$ cat src/rtl/sync_fifo_pkg.sv
// Shared types and sizing for the RAM-backed synchronous FIFO controller.
// Holds the grant encoding and the depth helper used by the top module.
package sync_fifo_pkg;

  localparam int DATA_W_DEF = 8;
  localparam int ADDR_W_DEF = 10;

  typedef enum logic [1:0] {
    GNT_NONE  = 2'd0,
    GNT_WRITE = 2'd1,
    GNT_READ  = 2'd2
  } grant_t;

  function automatic int unsigned fifo_depth(input int unsigned aw);
    return 32'd1 << aw;
  endfunction

endpackage

$ cat src/rtl/sync_fifo_arb.sv
// Round-robin arbiter that picks one RAM access per cycle: push write or head read.
// Purely combinational; the caller keeps last_grant.
module sync_fifo_arb
  import sync_fifo_pkg::*;
(
  input  logic   rd_elig,
  input  logic   wr_elig,
  input  logic   wr_valid,
  input  grant_t last_grant,
  output grant_t grant,
  output logic   wr_ready
);

  logic wr_req;

  // wr_ready must not look at wr_valid, so the tie-break only uses eligibility.
  assign wr_ready = wr_elig & ~(rd_elig & (last_grant == GNT_WRITE));
  assign wr_req   = wr_valid & wr_elig;

  always_comb begin
    grant = GNT_NONE;
    if (rd_elig && wr_req) begin
      grant = (last_grant == GNT_WRITE) ? GNT_READ : GNT_WRITE;
    end else if (rd_elig) begin
      grant = GNT_READ;
    end else if (wr_req) begin
      grant = GNT_WRITE;
    end
  end

endmodule

$ cat src/rtl/sync_fifo_mem_ctrl.sv
// FIFO controller driving a single-port RAM with one-cycle registered reads.
// Pointers, occupancy, one-entry head register and the RAM port mux live here.
module sync_fifo_mem_ctrl
  import sync_fifo_pkg::*;
#(
  parameter int DATA_W = DATA_W_DEF,
  parameter int ADDR_W = ADDR_W_DEF
) (
  input  logic              clk,
  input  logic              rst,
  input  logic              wr_valid,
  output logic              wr_ready,
  input  logic [DATA_W-1:0] wr_data,
  output logic              rd_valid,
  input  logic              rd_ready,
  output logic [DATA_W-1:0] rd_data,
  output logic              mem_write_enable,
  output logic [ADDR_W-1:0] mem_address,
  output logic [DATA_W-1:0] mem_data_in,
  input  logic [DATA_W-1:0] mem_data_out,
  output logic [ADDR_W:0]   count,
  output logic              full,
  output logic              empty
);

  localparam logic [ADDR_W:0] DEPTH_CNT = (ADDR_W+1)'(fifo_depth(ADDR_W));

  logic [ADDR_W-1:0] wp;
  logic [ADDR_W-1:0] rp;
  logic [ADDR_W:0]   ram_cnt;
  logic              rd_pend;
  logic              out_valid;
  grant_t            last_grant;
  grant_t            grant;

  logic pop;
  logic rd_elig;
  logic wr_elig;

  assign pop     = out_valid & rd_ready;
  // A read may only be issued if its data will have somewhere to land two cycles later.
  assign rd_elig = (ram_cnt != '0) & ~rd_pend & (~out_valid | pop);
  assign wr_elig = (ram_cnt != DEPTH_CNT);

  sync_fifo_arb u_arb (
    .rd_elig    (rd_elig),
    .wr_elig    (wr_elig),
    .wr_valid   (wr_valid),
    .last_grant (last_grant),
    .grant      (grant),
    .wr_ready   (wr_ready)
  );

  always_ff @(posedge clk) begin
    if (rst) begin
      wp         <= '0;
      rp         <= '0;
      ram_cnt    <= '0;
      rd_pend    <= 1'b0;
      out_valid  <= 1'b0;
      rd_data    <= '0;
      last_grant <= GNT_WRITE;
    end else begin
      unique case (grant)
        GNT_WRITE: begin
          wp         <= wp + ADDR_W'(1);
          ram_cnt    <= ram_cnt + (ADDR_W+1)'(1);
          last_grant <= GNT_WRITE;
        end
        GNT_READ: begin
          rp         <= rp + ADDR_W'(1);
          ram_cnt    <= ram_cnt - (ADDR_W+1)'(1);
          last_grant <= GNT_READ;
        end
        default: ;
      endcase

      rd_pend <= (grant == GNT_READ);

      if (rd_pend) begin
        rd_data   <= mem_data_out;
        out_valid <= 1'b1;
      end else if (pop) begin
        out_valid <= 1'b0;
      end
    end
  end

  assign mem_write_enable = (grant == GNT_WRITE);
  assign mem_address      = (grant == GNT_WRITE) ? wp : rp;
  assign mem_data_in      = wr_data;

  assign rd_valid = out_valid;
  assign count    = ram_cnt + (ADDR_W+1)'(rd_pend) + (ADDR_W+1)'(out_valid);
  assign full     = (ram_cnt == DEPTH_CNT);
  assign empty    = (count == '0);

  // The head register and the read pipe stage are exclusive by construction.
  a_pend_valid_onehot: assert property (@(posedge clk) disable iff (rst)
    !(rd_pend && out_valid))
    else $error("rd_pend and out_valid both set");

endmodule
$ cat config.mk
export PLATFORM = sky130hd
export DESIGN_NAME = sync_fifo_mem_ctrl
export DESIGN_NICKNAME = d
export VERILOG_FILES = /design/src/rtl/sync_fifo_pkg.sv /design/src/rtl/sync_fifo_arb.sv /design/src/rtl/sync_fifo_mem_ctrl.sv
export SDC_FILE = /design/constraint.sdc
export NUM_CORES = 1
export LEC_CHECK = 0
export BUFFER_PORTS_ARGS = -buffer_cell sky130_fd_sc_hd__buf_4
export CAP_MARGIN = 20
export CORE_ASPECT_RATIO = 0.75
export CORE_MARGIN = 2
export CORE_UTILIZATION = 30
export CTS_BUF_LIST = sky130_fd_sc_hd__clkbuf_2 sky130_fd_sc_hd__clkbuf_4 sky130_fd_sc_hd__clkbuf_8
export DETAILED_ROUTE_END_ITERATION = 16
export PLACE_DENSITY = 0.52
export SYNTH_ARGS = -nofsm -noshare
export SYNTH_HDL_FRONTEND = slang
export SYNTH_HIERARCHICAL = 1
export SYNTH_SLANG_ARGS = --single-unit
$ cat constraint.sdc
create_clock -name clk -period 3.35 [get_ports clk]
set_input_delay 0.1675 -clock clk [delete_from_list [all_inputs] [get_ports clk]]
set_output_delay 0.1675 -clock clk [all_outputs]
set_load 0.005 [all_outputs]
==> results.cfg, run 1 <==
[detailed_routing]
via_per_inst = 4.83
totalWireLength_um = 6830
detail-route-antenna-nets = 0
drt-initial-drc-count = 118
drc = 0
num_vias = 2439
wire_per_inst_um = 13.5
first_pass_iters = 4

[cells_and_area]
utilization_pct = 38.7
area_growth_syn_to_layout_pct = 25.3
drive_above_1_share_pct = 29.2
final_nets = 404
final_area_sq_mm = 0.00352
antenna_cells = 0

[setup_path]
slowest_delay_ns = 0.57
r2r_start = ram_cnt[6]$_SDFFE_PP0P_
startpoint = ram_cnt[6]$_SDFFE_PP0P_
path_class = reg2reg
worstSetupEndpointType = register
cpMaxStageDelayCell = or4_4
worstSetupStartpointType = register
path_cells = or4_4 > nor2_4 > nand2_2 > nand2_2 > o21a_1 > ha_2 > buf_6 > and4b_2 > a2111o_1 > a221oi_2 > nor4b_1 > or3b_1
crit_top_cell = nand2_2
path_max_fanout = 10
critical_path_required_ns = 3.54
critPathArrivalTime_ns = 3.41

[power]
switching_power_mw = 1.41
vdd_ir_drop_max_mv = 0.416
p_int_mw = 1.97
power_frac_seq_pct = 20.5
power.share.switching_pct = 41.8
p_per_area_mw_per_mm2 = 960
pwr-share-comb_pct = 64.4
power_frac_clock_pct = 15.1
p_leak_nw = 1.48

[clocking]
clk_pin_slew_ns = 0.09
clkLatencyLatePin_ns = 0.30
clockBufferDepth = 2
cts_hold_buf = 0
htreeDepth = 2
cts_num_sinks = 43
cts_buffers = 5
tritoncts = yes
root_buffer = clkbuf_8

[global_routing]
overflow = 0
grt_pass1_wl_um = 11400
grt_max_degree = 50
grt_pass1_vias = 2299
antenna_found_initial = 0
gr-usage-all-layers_pct = 14.1

[placed_design]
post_dp_cell_area_sq_mm = 0.00331
place.gp.congestion = 0.833
port_buffers = 45
hpwlAfterDp_um = 5010

[logic_synthesis]
netlist_area_sq_mm = 0.00281
yosys.area.top_type = dfxtp_1
synth_edf_count = 0
async_flop_share_pct = 0
ys_ff_latch = 43
yosys.cell_types.count = 59
synth_seq_area_share_pct = 30.6
synthCells = 336
synth_flop_cell = dfxtp_1
ys.warnings.count = 6
yosys.cell_count.top_type = dfxtp_1
synth_commonest_cells = dfxtp_1, nor2_1, nand2_1
synth_nets = 364
yosysTopAreaCellShare_pct = 30.6
syn_avg_cell_area_sq_um = 8.36
synthTopCellsByArea = dfxtp_1, nor2_1, xor2_1

[timing]
relSlewSlack_pct = 64.8
setup_violations = 0
drv_slew = 0
skew_ns = 0.00321
timing.fmax_ghz = 0.310
finalSetupTns_ns = 0
finalCritPeriodShare_pct = 96.2
layout_min_cycle_time_ns = 3.22
worst_pin_slew_ns = 0.527
hold_viol = 0
rsz0062_at_grt = false

[floorplan]
start_util_pct = 30.9
num_rows = 30
fp.coreArea_sq_mm = 0.00908
dieWidth_um = 116
dieArea_sq_mm = 0.0102
fp.dieH_um = 87.8
io_pins = 62

[hold_path]
min_from = mem_data_out[4]
holdCritPathClass = in2reg

[job]
drv_cap = 0

[run_status]
status = finished, final reports clean
area by class of cell:
type,count,area (sq um)
multi-input cells,247,1810
repair buffers,65,492
clock inverters,3,71.3
clock buffers,5,68.8
flip-flops and latches,43,862
well taps,128,160
fillers,951,5560
inverters,14,52.6
sequential cells by signal, indices dropped and copies added (netlist names):
name	count
ram_cnt	11
rp	10
wp	10
rd_data	8
last_grant	2
rd_pend	1
rd_valid	1
placed cells by master (no fill, tap or decap), types with 10 or more instances in the layout:
master   count
inv_1       14
nand4_1     10
a21oi_1     15
xor2_1      17
mux2i_1     12
buf_4       64
nand2_1     18
xnor2_1     12
dfxtp_1     42
nor2_1      40
mux2_2      12
power by group through the flow:
stage,logic [mW],registers (mW),clock network [mW]
final,2.18,0.692,0.511
after global placement,2.05,0.700,0
after global routing,2.41,0.706,0.548
after CTS,2.07,0.690,0.526
after floorplan,1.44,0.703,0
after detailed placement,2.06,0.699,0
layer usage:
metal / up-vias / global-route usage, % / routed length, um
li1: 1243 / - / -
met1: 1137 / 21.7 / 3720
met2: 55 / 19.9 / 2630
met3: 4 / 3.11 / 432
met4: 0 / 2.60 / 43
met5: - / 0 / 0
final timing paths:
check / to / slack, ns / depth (start not counted)
setup / recovery: ram_cnt[9]$_SDFFE_PP0P_ / 0.13 / 12
setup reg to reg: ram_cnt[9]$_SDFFE_PP0P_ / 0.13 / 12
hold / removal: rd_data[4]$_SDFFE_PP0P_ / 0.1 / 3
hold reg to reg: last_grant[0]$_SDFFE_PP1P_ / 0.48 / 1
through the flow:
stage          cells  hold WS, ns  setup slack [ns]  total power, mW
3_3_place_gp     496        0.335            0.0824             2.75
3_5_place_dp     496        0.335            0.0601             2.76
5_1_grt          505       0.0953           0.00164             3.67
4_1_cts          504       0.0888            0.0381             3.29
2_1_floorplan    336        0.315            0.0382             2.14
6_report         505       0.0961             0.128             3.38
critical path: cells and delay by family (launching register included):
kind            cells  cell delay [ns]
flops               1             0.32
simple gates        7             1.59
buf+inv             1             0.13
fa+ha+maj           1             0.21
compound gates      3             0.87
logic make-up (layout without fill, tap and decap cells):
| family | after synthesis | count (layout) | share of synthesized area (%) |
|---|---|---|---|
| AND/OR/NAND/NOR | 129 | 129 | 24.6 |
| AO/OA/AOI/OAI | 54 | 54 | 13.6 |
| buffers and inverters | 46 | 87 | 7.97 |
| flip-flops | 43 | 43 | 30.6 |
| XOR/XNOR | 29 | 29 | 9.04 |
| multiplexers | 27 | 27 | 10.3 |
| adder cells (fa/ha/maj) | 8 | 8 | 3.83 |
repair_timing:
item                                    in CTS  in global routing
gates resized for setup                      0                 13
endpoints found under the hold margin        0                  0
endpoints found under the setup margin       0                  5
buffers inserted                             0                  1
No activity file was read; power rests on OpenSTA's default activity.
==> run 2: changes to the inputs <==
CTS_BUF_LIST = sky130_fd_sc_hd__clkbuf_4   (was sky130_fd_sc_hd__clkbuf_2 sky130_fd_sc_hd__clkbuf_4 sky130_fd_sc_hd__clkbuf_8)
RECOVER_POWER = 25   (was not set)
==> results.cfg, run 2 (synthesis gave the netlist of run 1 again) <==
[run_status]
status = finished, final reports clean

[cells_and_area]
area_growth_syn_to_layout_pct = 24.9
drive_above_1_share_pct = 29.5
layout_common_cells = buf_4, dfxtp_1, nor2_1, nand2_1, xor2_1
final_common_cell = buf_4
largest_reg_flops = 11
utilization_pct = 38.6
reg_top3 = ram_cnt x11, rp x10, wp x10
antenna_cells = 0
final_nets = 407
largest_register = ram_cnt

[placed_design]
hpwlAfterDp_um = 5010
place.gp.congestion = 0.833
pre_cts_ws_ns = 0.0601
port_buffers = 45

[setup_path]
r2r_end = ram_cnt[9]$_SDFFE_PP0P_
regToRegSetupSlack_ns = 0.15
crit_top_cell = nand2_2
path_depth = 12
path_max_fanout = 7
startpoint = ram_cnt[6]$_SDFFE_PP0P_
path_delay_family = simple AND/OR/NAND/NOR gates
path_buf_inv = 1
ff2ff_path_depth = 12
r2r_start = ram_cnt[6]$_SDFFE_PP0P_
path_cells = or4_4 > nor2_4 > nand2_2 > nand2_2 > o21a_1 > ha_2 > buf_6 > and4b_2 > a2111o_1 > a221oi_2 > nor4b_1 > or3b_1
critPathArrivalTime_ns = 3.48
cpMaxStageDelayCell = or4_4
path_class = reg2reg
slowest_delay_ns = 0.55
worstSetupEndpointType = register
critical_path_required_ns = 3.63
worstSetupStartpointType = register
crit_path_end = ram_cnt[9]$_SDFFE_PP0P_

[detailed_routing]
wire_per_inst_um = 13.6
drt-initial-drc-count = 136
detail-route-antenna-nets = 0
first_pass_iters = 4
drc = 0
totalWireLength_um = 6910
via_per_inst = 4.89
num_vias = 2485

[clocking]
tritoncts = yes
clockBufferDepth = 2
cts_buffers = 5
htreeDepth = 2
cts_hold_buf = 0
root_buffer = clkbuf_4
cts_num_sinks = 43
clk_pin_slew_ns = 0.15
clkLatencyLatePin_ns = 0.37

[global_routing]
overflow = 0
grt_pass1_wl_um = 11400
gr-usage-all-layers_pct = 14.2
antenna_found_initial = 0
grt_max_degree = 50
grt_pass1_vias = 2310

[timing]
relSlewSlack_pct = 63.3
layout_min_cycle_time_ns = 3.20
timing.fmax_ghz = 0.312
whs_ns = 0.0162
fin_ws_ns = 0.150
skew_ns = 0.00704
finalCritPeriodShare_pct = 95.5
hold_viol = 0
finalSetupTns_ns = 0
worst_pin_slew_ns = 0.551
setup_violations = 0
drv_slew = 0

[floorplan]
dieArea_sq_mm = 0.0102
io_pins = 62
fp.coreArea_sq_mm = 0.00908
fp.dieH_um = 87.8
dieWidth_um = 116
num_rows = 30
start_util_pct = 30.9

[power]
p_per_area_mw_per_mm2 = 951
vdd_ir_drop_max_mv = 0.449
power_mw = 3.34
p_leak_nw = 1.49

[job]
drv_cap = 0

[hold_path]
holdCritPathClass = in2reg
==> run 2: worst reg2reg max path: cells and delay by family, from the launching register on <==
family                     cells  cell delay, ns
adders and majority gates      1            0.21
AOI/OAI and AO/OA              3            0.87
DFF                            1            0.35
and+or+nand+nor                7            1.56
buffers and inverters          1            0.12
==> run 2: repair_timing <==
| action | 4_1_cts | 5_1_grt |
|---|---|---|
| setup buffers | 0 | 4 |
| gates resized for setup | 0 | 14 |
| endpoints found under the setup margin | 0 | 6 |
==> run 2: worst min-delay path by stage <==
| stage | from | to | cells after the start |
|---|---|---|---|
| detailed placement | wr_data[5] | mem_data_in[5] | 0 |
| global placement | wr_data[5] | mem_data_in[5] | 0 |
| floorplan | mem_data_out[0] | rd_data[0]$_SDFFE_PP0P_ | 2 |
| finish | mem_data_out[4] | rd_data[4]$_SDFFE_PP0P_ | 3 |
| CTS | mem_data_out[3] | rd_data[3]$_SDFFE_PP0P_ | 3 |
| global route | mem_data_out[5] | rd_data[5]$_SDFFE_PP0P_ | 3 |
==> run 2: metrics by stage <==
stage               cell area, sq um  std cells
floorplan                       2850        336
global placement                3310        496
detailed placement              3310        496
CTS                             3420        504
global route                    3510        508
finish                          3510        508
==> run 2: cell type report <==
class                   count  area, sq um
fillers                   958         5580
multi-input cells         247         1810
flip-flops and latches     43          863
repair buffers             68          510
well taps                 128          160
clock inverters             3         71.3
inverters                  14         52.6
clock buffers               5         37.5
==> run 2: power breakdown <==
group	internal [mW]	total [mW]	switching (mW)
sequential	0.619	0.692	0.0730
combinational	1.06	2.20	1.14
clock	0.238	0.442	0.205
==> run 2: per-layer routing <==
layer / routed length, um / GRT usage, %
met3: 477 / 3.39
met5: 0 / 0
met1: 3680 / 21.3
met4: 77 / 4.00
met2: 2680 / 20.0
